`src/rtl/fifo_pkt_writer.sv`:
```
// ---------------------------------------------------------------------------
// fifo_pkt_writer
//   Frames an upstream payload stream into FIFO packets. Each packet is a
//   header word holding the payload length, followed by the payload words.
//   When FIFO_PKT_WRITER_CSUM_EN is defined, a trailer word is appended. It
//   holds the XOR of the header and every payload word.
//
// Parameters
//   WIDTH  data word width and width of the header length field
//   CNT_W  width of the completed-packet counter (wraps modulo 2^CNT_W)
//
// Ports
//   I_w_clk    write-domain clock (rising edge)
//   I_rst_n    asynchronous active-low reset
//   I_start    packet request, sampled only in IDLE
//   I_len      payload word count of the requested packet (0 is legal)
//   I_s_valid  upstream payload word valid
//   I_s_data   upstream payload word
//   O_s_ready  payload word accepted this cycle when high with I_s_valid
//   I_w_full   registered FIFO full flag
//   O_w_en     FIFO write enable (never high while I_w_full=1)
//   O_w_data   FIFO write data (0 whenever O_w_en=0)
//   O_busy     high whenever the FSM is not in IDLE
//   O_done     one-cycle pulse in the cycle after the last word is written
//   O_pkt_cnt  count of completed packets
//
// Optional feature macro: FIFO_PKT_WRITER_CSUM_EN (trailer checksum word)
// ---------------------------------------------------------------------------
module fifo_pkt_writer #(
  parameter int WIDTH = 8,
  parameter int CNT_W = 16
) (
  input  logic             I_w_clk,
  input  logic             I_rst_n,
  input  logic             I_start,
  input  logic [WIDTH-1:0] I_len,
  input  logic             I_s_valid,
  input  logic [WIDTH-1:0] I_s_data,
  output logic             O_s_ready,
  input  logic             I_w_full,
  output logic             O_w_en,
  output logic [WIDTH-1:0] O_w_data,
  output logic             O_busy,
  output logic             O_done,
  output logic [CNT_W-1:0] O_pkt_cnt
);

`ifdef FIFO_PKT_WRITER_CSUM_EN
  typedef enum logic [1:0] {
    S_IDLE = 2'd0,
    S_HDR  = 2'd1,
    S_PAY  = 2'd2,
    S_TRL  = 2'd3
  } state_t;
`else
  typedef enum logic [1:0] {
    S_IDLE = 2'd0,
    S_HDR  = 2'd1,
    S_PAY  = 2'd2
  } state_t;
`endif

  state_t           state_reg;
  logic [WIDTH-1:0] len_reg;
  logic [WIDTH-1:0] rem_reg;
  logic             done_reg;
  logic [CNT_W-1:0] cnt_reg;
`ifdef FIFO_PKT_WRITER_CSUM_EN
  logic [WIDTH-1:0] csum_reg;
`endif

  logic             w_en_next;
  logic [WIDTH-1:0] w_data_next;
  logic             s_ready_next;
  logic             last_write;

  // Write-side outputs are combinational from the state register so a stalled
  // word goes out in the very cycle I_w_full drops. Reset forces the state to
  // IDLE asynchronously, which drops all of them immediately.
  always_comb begin
    w_en_next    = 1'b0;
    w_data_next  = '0;
    s_ready_next = 1'b0;
    last_write   = 1'b0;
    case (state_reg)
      S_HDR: begin
        w_en_next   = ~I_w_full;
        w_data_next = I_w_full ? '0 : len_reg;
`ifndef FIFO_PKT_WRITER_CSUM_EN
        // An empty packet ends on its header when there is no trailer.
        last_write  = ~I_w_full && (len_reg == '0);
`endif
      end
      S_PAY: begin
        s_ready_next = ~I_w_full;
        w_en_next    = I_s_valid & ~I_w_full;
        w_data_next  = (I_s_valid & ~I_w_full) ? I_s_data : '0;
        last_write   = I_s_valid & ~I_w_full & (rem_reg == WIDTH'(1));
      end
`ifdef FIFO_PKT_WRITER_CSUM_EN
      S_TRL: begin
        w_en_next   = ~I_w_full;
        w_data_next = I_w_full ? '0 : csum_reg;
        last_write  = ~I_w_full;
      end
`endif
      default: begin
        w_en_next    = 1'b0;
        w_data_next  = '0;
        s_ready_next = 1'b0;
        last_write   = 1'b0;
      end
    endcase
  end

  always_ff @(posedge I_w_clk or negedge I_rst_n) begin
    if (!I_rst_n) begin
      state_reg <= S_IDLE;
      len_reg   <= '0;
      rem_reg   <= '0;
      done_reg  <= 1'b0;
      cnt_reg   <= '0;
`ifdef FIFO_PKT_WRITER_CSUM_EN
      csum_reg  <= '0;
`endif
    end else begin
      done_reg <= last_write;
      if (last_write) begin
        cnt_reg <= cnt_reg + CNT_W'(1);
      end
      case (state_reg)
        S_IDLE: begin
          if (I_start) begin
            len_reg   <= I_len;
            rem_reg   <= I_len;
`ifdef FIFO_PKT_WRITER_CSUM_EN
            csum_reg  <= '0;
`endif
            state_reg <= S_HDR;
          end
        end
        S_HDR: begin
          if (w_en_next) begin
`ifdef FIFO_PKT_WRITER_CSUM_EN
            csum_reg <= csum_reg ^ len_reg;
            state_reg <= (len_reg != '0) ? S_PAY : S_TRL;
`else
            state_reg <= (len_reg != '0) ? S_PAY : S_IDLE;
`endif
          end
        end
        S_PAY: begin
          if (w_en_next) begin
            rem_reg <= rem_reg - WIDTH'(1);
`ifdef FIFO_PKT_WRITER_CSUM_EN
            csum_reg <= csum_reg ^ I_s_data;
            if (rem_reg == WIDTH'(1)) state_reg <= S_TRL;
`else
            if (rem_reg == WIDTH'(1)) state_reg <= S_IDLE;
`endif
          end
        end
`ifdef FIFO_PKT_WRITER_CSUM_EN
        S_TRL: begin
          if (w_en_next) state_reg <= S_IDLE;
        end
`endif
        default: state_reg <= S_IDLE;
      endcase
    end
  end

  assign O_w_en    = w_en_next;
  assign O_w_data  = w_data_next;
  assign O_s_ready = s_ready_next;
  assign O_busy    = (state_reg != S_IDLE);
  assign O_done    = done_reg;
  assign O_pkt_cnt = cnt_reg;

endmodule

```
`config.mk`:
```
export PLATFORM = sky130hd
export DESIGN_NAME = fifo_pkt_writer
export DESIGN_NICKNAME = d
export VERILOG_FILES = /design/src/rtl/fifo_pkt_writer.sv
export SDC_FILE = /design/constraint.sdc
export NUM_CORES = 1
export LEC_CHECK = 0
export CORE_UTILIZATION = 30
export DETAILED_ROUTE_END_ITERATION = 16
export GPL_TIMING_DRIVEN = 0
export PLACE_DENSITY = 0.63
export SYNTH_ARGS = -nofsm -noshare
export SYNTH_HDL_FRONTEND = slang
export SYNTH_SLANG_ARGS = --single-unit
```
`constraint.sdc`:
```
create_clock -name I_w_clk -period 3.23 [get_ports I_w_clk]
set_input_delay 0.646 -clock I_w_clk [delete_from_list [all_inputs] [get_ports I_w_clk]]
set_output_delay 0.646 -clock I_w_clk [all_outputs]
set_load 0.02 [all_outputs]
```
### Word level (Yosys, flattened, before mapping)

Cells that the tools add are included.

| storage, ports and cells | value |
|---|---|
| RAM bits | 0 |
| ROM bits | 0 |
| word-level logic and storage cells | 41 |
| bits in latches | 0 |
| register bits after elaboration | 35 |
| input port bits | 21 |
| memories | 0 |
| output and inout port bits | 28 |

| operators by class | value |
|---|---|
| multiply operators | 0 |
| equality and inequality tests | 7 |
| divide/modulo/power cells | 0 |
| bitwise gates (word level) | 3 |
| $lt $le $gt $ge | 0 |
| add/sub/neg operators | 2 |
| mux-type cells | 15 |
| shift operators | 0 |
| reduce and logical (&&, ||, !) cells | 9 |

Operator list:

| kind | number |
|---|---|
| 2-to-1 mux 8 bit | 4 |
| case mux 8 bit (2 select lines) | 2 |
| adder 16 x 1 -> 16 bit (second input constant) | 1 |
| 2-to-1 mux 2 bit | 5 |
| == test 8 x 1 -> 1 bit (second input constant) | 1 |
| logical NOT 8 bit | 1 |
| inequality test 2 bit (second input constant) | 4 |
| nonzero test 8 bit | 1 |
| subtractor 8 x 1 -> 8 bit (second input constant) | 1 |
| case mux 2 bit (3 select lines) | 1 |
| case mux 1 bit (2 select lines) | 2 |
| AND reduction 4 bit | 1 |
| nonzero test 2 bit | 2 |
| AND reduction 3 bit | 1 |
| AND 1 bit | 2 |
| == test 2 x 1 -> 1 bit (second input constant) | 1 |
| == test 2 bit (second input constant) | 1 |
| logical NOT 2 bit | 1 |
| AND reduction 2 bit | 1 |
| logical AND 1 bit | 1 |
| 2-to-1 mux 1 bit | 1 |
| NOT 1 bit | 1 |

### Longest topological paths before layout

| logic depth | value |
|---|---|
| depth after elaboration | 5 |
| depth in mapped cells | 9 |
| gate-level depth less buffers | 7 |

### Least setup slack after synthesis

Ideal clock, no wire load.

| timing path | value |
|---|---|
| path type | reg-to-output |
| start | reg state_reg[0] |
| end | out O_w_data[0] |
| buffers on the path | 2 |
| arrival | 2,053 ps |
| required time | 2,584 ps |
| path slack | 531 ps |
| stages on the path, launching flop included | 9 |
| cell sequence | dfrtp_1 > inv_1 > ha_1 > clkbuf_1 > nor2b_1 > and2_1 > clkbuf_1 > a22oi_1 > nor2b_1 |

| on the way | value |
|---|---|
| word-level cells in the longest chain between the ends | 2 |
| elaborated cells between the ends (all ways) | 3 |
| classes of those cells | eq/ne (2); mux (1) |

RTL lines:

| element | line | source |
|---|---|---|
| start: declaration | 63 | `state_t state_reg;` |
| start signal: assignment | 148 | `state_reg <= (len_reg != '0) ? S_PAY : S_IDLE;` |
| == test 2 bit / == test 2 x 1 -> 1 bit (equally long branches) | 85 | `case (state_reg)` |
| case mux 8 bit (2 select lines) (*) | 85 |  |
| end: declaration | 42 | `output logic [WIDTH-1:0] O_w_data,` |

Mark *: on every way between the ends. The rest lies on a longest branch, timed or not.

### Final worst setup path

| timing path | value |
|---|---|
| start | reg state_reg[0] |
| end | out O_w_data[7] |

The elaborated chain is that of the path after synthesis.

==> run_results.csv <==
group,metric,value,unit
placed_design,placed_cell_area,2590,µm²
sta,maxSlewHeadroom,45.9,%
logic_synthesis,yosysTopAreaCell,"dfrtp_1",
clock_network,cts_tree,"yes",
outcome,outcome,"complete, but fails checks",
die,num_rows,29,
placed_design,placed_cells,330,
cells_and_area,final_cells,336,
worst_setup_path,slowest_delay,0.62,ns
detailed_routing,drt_iter0_drc,116,
sta,period_minus_slack,3.11,ns
cells_and_area,largest_register_ffs,16,
clock_network,clockBufferDepth,2,
sta,hold_violations,0,
clock_network,numCtsBuffers,5,
logic_synthesis,post_synth_num_cell_types,39,
worst_setup_path,critPathRequiredTime,2.58,ns
detailed_routing,via_per_inst,5.27,
cells_and_area,drive_above_1_share,10.0,%
die,dieHeight,84.2,µm
run,drv_cap,0,
logic_synthesis,ys_seq_elements,35,
cells_and_area,fin_nets,287,
clock_network,ctsRootBufferMaster,"clkbuf_8",
grt,grt_max_degree,36,
cells_and_area,n_antenna_cell,0,
sta,rsz0062_at_grt,"false",
detailed_routing,antenna_left,0,
logic_synthesis,yosysSeqAreaShare,43.2,%
sta,fin_crit_sh,96.3,%
cells_and_area,post-route-cell-area,2700,µm²
cells_and_area,final_cell_mix,"clkdlybuf4s50_1 (45), dfrtp_1 (35), nand2_1 (19)",
clock_network,path_clk_slew,0.08,ns
pwr,power,0.00194,W
cells_and_area,final_common_cell,"clkdlybuf4s50_1",
logic_synthesis,synth_top_flop_cell,"dfrtp_1",
clock_network,cts_max_level,2,
grt,grt_use_total,15.5,%
grt,grt_pass1_vias,1710,
cells_and_area,area_growth,33.2,%
pwr,power_density,718,nW/µm²
worst_setup_path,crit_top_cell,"nor2b_1",
placed_design,port-buffer-count,47,
die,dieArea,7080,µm²
die,fp.dieW,84.2,µm
die,core,6420,µm²
pwr,p_leak,1.14,nW
logic_synthesis,synthesis.area,2030,µm²
grt,grt_pass1_wl,8.72,mm
logic_synthesis,synth_area_leaders,"dfrtp_1 (43%), ha_1 (4.9%), xor2_1 (4.8%)",
logic_synthesis,syn_inst,206,
logic_synthesis,synth_edf_count,0,
logic_synthesis,synth.avg_cell_area,9.83,µm²
worst_setup_path,cp_slowest_cell,"clkdlybuf4s50_1",
sta,drv_slew,0,
pwr,ir_worst_vdd,401,µV
sta,fmax,321,MHz
hold_path,holdCritPathClass,"input port to asynchronous set/reset pin",
grt,gr-total-overflow,0,
logic_synthesis,synthesis.nets,235,
worst_setup_path,critPathLaunchType,"flip-flop",
die,start_util,31.5,%
detailed_routing,drc_errors,8,
logic_synthesis,async_flop_share,100,%
worst_setup_path,crit_path_max_fanout,9,
placed_design,gp_congestion,0.815,
detailed_routing,dr.pass1.iters,10,
worst_setup_path,worstSetupEndpointType,"output port",
outcome,violations,"design-rule violations",
sta,tightest_slew,0.811,ns
clock_network,clock_sinks,35,
grt,antenna_found_initial,0,
sta,skew,0.00981,ns
sta,setup_violations,0,
logic_synthesis,synth.top_cell.area_share,43.2,%
worst_setup_path,cp_cell_sequence,"inv_1, ha_2, nor2b_1, and2_2, a22oi_1, nor2b_1, clkdlybuf4s50_1",
detailed_routing,wl_per_cell,15.4,µm
clock_network,clk_latency,0.29,ns
die,ioPinCount,49,
detailed_routing,wirelength,5.17,mm
logic_synthesis,ys_warn_count,0,
placed_design,hpwl,3.76,mm
worst_setup_path,worstPathArrival,2.47,ns
detailed_routing,vias,1770,
worst_setup_path,path_class,"flip-flop to output port",
[metrics by stage]
step	hold slack (ns)	setup TNS, ns	utilization [%]	setup slack (ns)
after floorplan	0.350	0	-	0.531
after global placement	0.457	-0.148	40.4	-0.0482
after detailed placement	0.468	-0.0469	40.3	-0.0191
after CTS	0.474	0	41.9	0.0742
after global routing	0.489	0	42.0	0.0105
final	0.440	0	42.0	0.118
[power by group]
part	switching [W]	internal, W
Combinational	0.000445	0.000379
Sequential	0.000149	0.000559
Clock	0.000176	0.000230
[metal layers]
layer,vias up,track usage [%],routed length (µm)
li1,848,-,-
met1,852,20.7,2470
met2,63,25.4,2380
met3,7,3.83,277
met4,0,3.76,49
met5,-,0,0
[path summary, 6_finish.rpt]
kind	startpoint	endpoint	slack, ns	depth (start not counted)
worst max register to register	state_reg[0]	rem_reg[0]	0.85	7
min in group I_w_clk	O_pkt_cnt[15]	O_pkt_cnt[15]	0.47	1
worst max-delay path	state_reg[0]	O_w_data[7]	0.12	7
max in group asynchronous	I_rst_n	len_reg[7]	2.28	1
worst min register to register	O_pkt_cnt[15]	O_pkt_cnt[15]	0.47	1
worst min-delay path	I_rst_n	O_pkt_cnt[5]	0.44	1
[critical path, delay by kind of cell, from the launching register on]
family | cells | cell delay, ns
AND/OR/NAND/NOR | 3 | 0.64
buffers and inverters | 2 | 0.74
adder cells (fa/ha/maj) | 1 | 0.27
AO/OA/AOI/OAI | 1 | 0.10
flip-flops | 1 | 0.42
[synthesized netlist by cell type (6+ instances only)]
master    count
dfrtp_1      35
nand2_1      19
nor2_1       11
nor2b_1      11
xor2_1       11
o21ai_0      10
a22oi_1       9
ha_1          8
inv_1         8
mux2_2        8
clkbuf_1      7
nand3_1       7
nor3_1        6
nor4_1        6
[cells by family after synthesis]
kind of cell	Yosys count	share of synthesized area, %
and+or+nand+nor	87	25.1
DFF	35	43.2
AOI/OAI and AO/OA	34	11.3
buffers and inverters	16	3.03
xor gates and xnor gates	15	6.49
muxes	11	5.93
adders and majority gates	8	4.94
[layout make-up]
type / instances / area [µm²]
Clock inverter: 3 / 43.8
Buffer: 6 / 23.8
Inverter: 8 / 30.0
Sequential cell: 35 / 876
Multi-Input combinational cell: 155 / 1090
Fill cell: 648 / 3720
Clock buffer: 5 / 68.8
Timing Repair Buffer: 47 / 468
Tap cell: 77 / 96.3
[repair_timing]
action | in CTS | in global routing
buffers inserted | 0 | 0
setup endpoints to repair | 7 | 7
hold buffers | 0 | 0
gates resized for setup | 1 | 2
(Power assumes the default switching activity.)
==> patch (same settings) <==
Make the reset (`I_rst_n`) synchronous in one clocked block. Comments in the files are not updated.
--- a/src/rtl/fifo_pkt_writer.sv
+++ b/src/rtl/fifo_pkt_writer.sv
@@ -114,5 +114,5 @@
   end
 
-  always_ff @(posedge I_w_clk or negedge I_rst_n) begin
+  always_ff @(posedge I_w_clk) begin
     if (!I_rst_n) begin
       state_reg <= S_IDLE;
Check against the original RTL: differs if I_rst_n is asserted again (counterexample within 4 cycles, from zero or initial values and one cycle with I_rst_n low); with I_rst_n held inactive, the same outputs for 10 cycles.
==> patch against the original RTL <==
First-iteration DRC count fell by 7.8%. Critical path type is now in2out. Non-clock buffer count grew 10. Final cell count up 18%. Highest routed layer unchanged. Setup slack gained 0.029 ns. Area after synthesis grew 3.5%. Sequential cell count unchanged. Total power fell by 26%. Wire length is 4.9% higher. Combinational power down 39%. Design area up 3.1%. Clock power decreased by 1%. Global-route usage hardly changed.
==> patch: results (changes against the original RTL) <==
top post-synthesis cells by count: dfxtp_1 (35), nand2_1 (35), nand3_1 (22) (was dfrtp_1 (35), nand2_1 (19), nor2_1 (11), nor2b_1 (11), xor2_1 (11))
H-Tree Level Count: 2 (unchanged)
r2r startpoint: rem_reg[2] (was state_reg[0])
drt pass-1 iters: 5 (was 10)
CP endpoint: O_w_data[6] (was O_w_data[7])
final RePlAce weighted congestion: 0.857 (was 0.815)
Largest register FFs: 16 (unchanged)
final total power: 1.43 mW (was 1.94 mW)
clk buf depth: 2 (unchanged)
met3 wire length: 221 um (was 277 um)
ys async rst share: 0 (was 1.00)
Root Driver: clkbuf_8 (unchanged)
CP Data Arrival Time: 2.44 ns (was 2.47 ns)
Hold Path Depth: 2
post-synthesis mux area share: 0.0191 (was 0.0593)
crit path launch: I_w_full (was state_reg[0])
Leakage: 1.04 nW (was 1.14 nW)
routing usage on met1: 0.207 (about the same)
layout cell share with drive strength beyond 1: 0.0599 (was 0.100)
slowest stage delay, CP: 0.61 ns
Worst VDD drop: 214 uV (was 401 uV)
Worst Max-Slew Pin Slew: 0.484 ns (was 0.811 ns)
met3 usage: 0.0327 (was 0.0383)
Ant. Diodes: 0 (unchanged)
post-synth cell types: 45 (was 39)
sw power: 0.525 mW (was 0.770 mW)
met2 wire len: 2520 um (was 2380 um)
Nets: 345 (was 287)
DR iter-0 viols: 107 (was 116)
met2 usage: 0.249 (was 0.254)
vias in the first global route: 1890 (was 1710)
hold crit path type: reg2reg (was in2async)
Post-CTS Resized: 0 (was 1)
compound-cell area share of the yosys netlist: 0.213 (was 0.113)
vias post-DR: 2010 (was 1770)
Worst R2R Path Depth: 6 (was 7)
Clk. pwr: 0.402 mW (was 0.406 mW)
postcts setup bufs: 0 (unchanged)
Synth Area in XOR/XNOR: 0.0460 (was 0.0649)
status: finished clean (was finished, violations left)
r2r endpoint: O_pkt_cnt[4] (was rem_reg[0])
sequential cell area fraction in the yosys report: 0.334 (was 0.432)
Hold EP: rem_reg[7]
M1 WL: 2640 um (was 2470 um)
Power Combinational: 0.500 mW (was 0.824 mW)
register-to-register setup slack: 0.93 ns (was 0.85 ns)
Slowest-stage cell, CP: clkdlybuf4s50_1 (unchanged)
DR WL/cell: 13.7 um (was 15.4 um)
Synth area leaders: dfxtp_1 (33%), nand2_1 (6.3%), nand3_1 (5.3%) (was dfrtp_1 (43%), ha_1 (4.9%), xor2_1 (4.8%))
synthesized net count: 291 (was 235)
CTS Buf Count: 5 (unchanged)
clk_skew: 0.00949 ns (was 0.00981 ns)
CP Max Fanout: 8 (was 9)
adder-cell share of the synthesized area: 0.0478 (was 0.0494)
dpl hpwl: 4060 um (was 3760 um)
first-pass GRT wire length: 9110 um (was 8720 um)
Port Buffer Count: 47 (unchanged)
GRT Overall Usage: 0.155 (about the same)
largest net degree at the start of global routing: 13 (was 36)
patch: changes by cell type in the layout (fill, tap and decap cells not counted), sizes merged, moves of 5 or more:
cell | before | now
dfxtp | 0 | 35
dfrtp | 35 | 0
nand2b | 1 | 6
nand2 | 19 | 35
a211oi | 0 | 7
and2 | 3 | 14
a21boi | 0 | 13
nand3 | 7 | 22
mux2 | 8 | 0
clkbuf | 10 | 18
patch: per-stage QoR:
stage                     hold slack, ns  setup WS (ns)   util  instances  area, um2
final                              0.475          0.148  0.412        397       2780
after global placement             0.457         0.0497  0.395        389       2670
after detailed placement           0.459         0.0175  0.395        389       2670
after floorplan                    0.441           1.08      -        262       2100
after global routing               0.498         0.0391  0.412        397       2780
after CTS                          0.474         0.0299  0.411        397       2780
patch: area by class of cell:
type,count,area [um2]
Timing Repair Buffer,47,470
Clock buffer,5,68.8
Clock inverter,3,43.8
Multi-Input combinational cell,201,1290
Inverter,10,37.5
Buffer,16,70.1
Tap cell,80,100
Fill cell,713,3970
Sequential cell,35,701
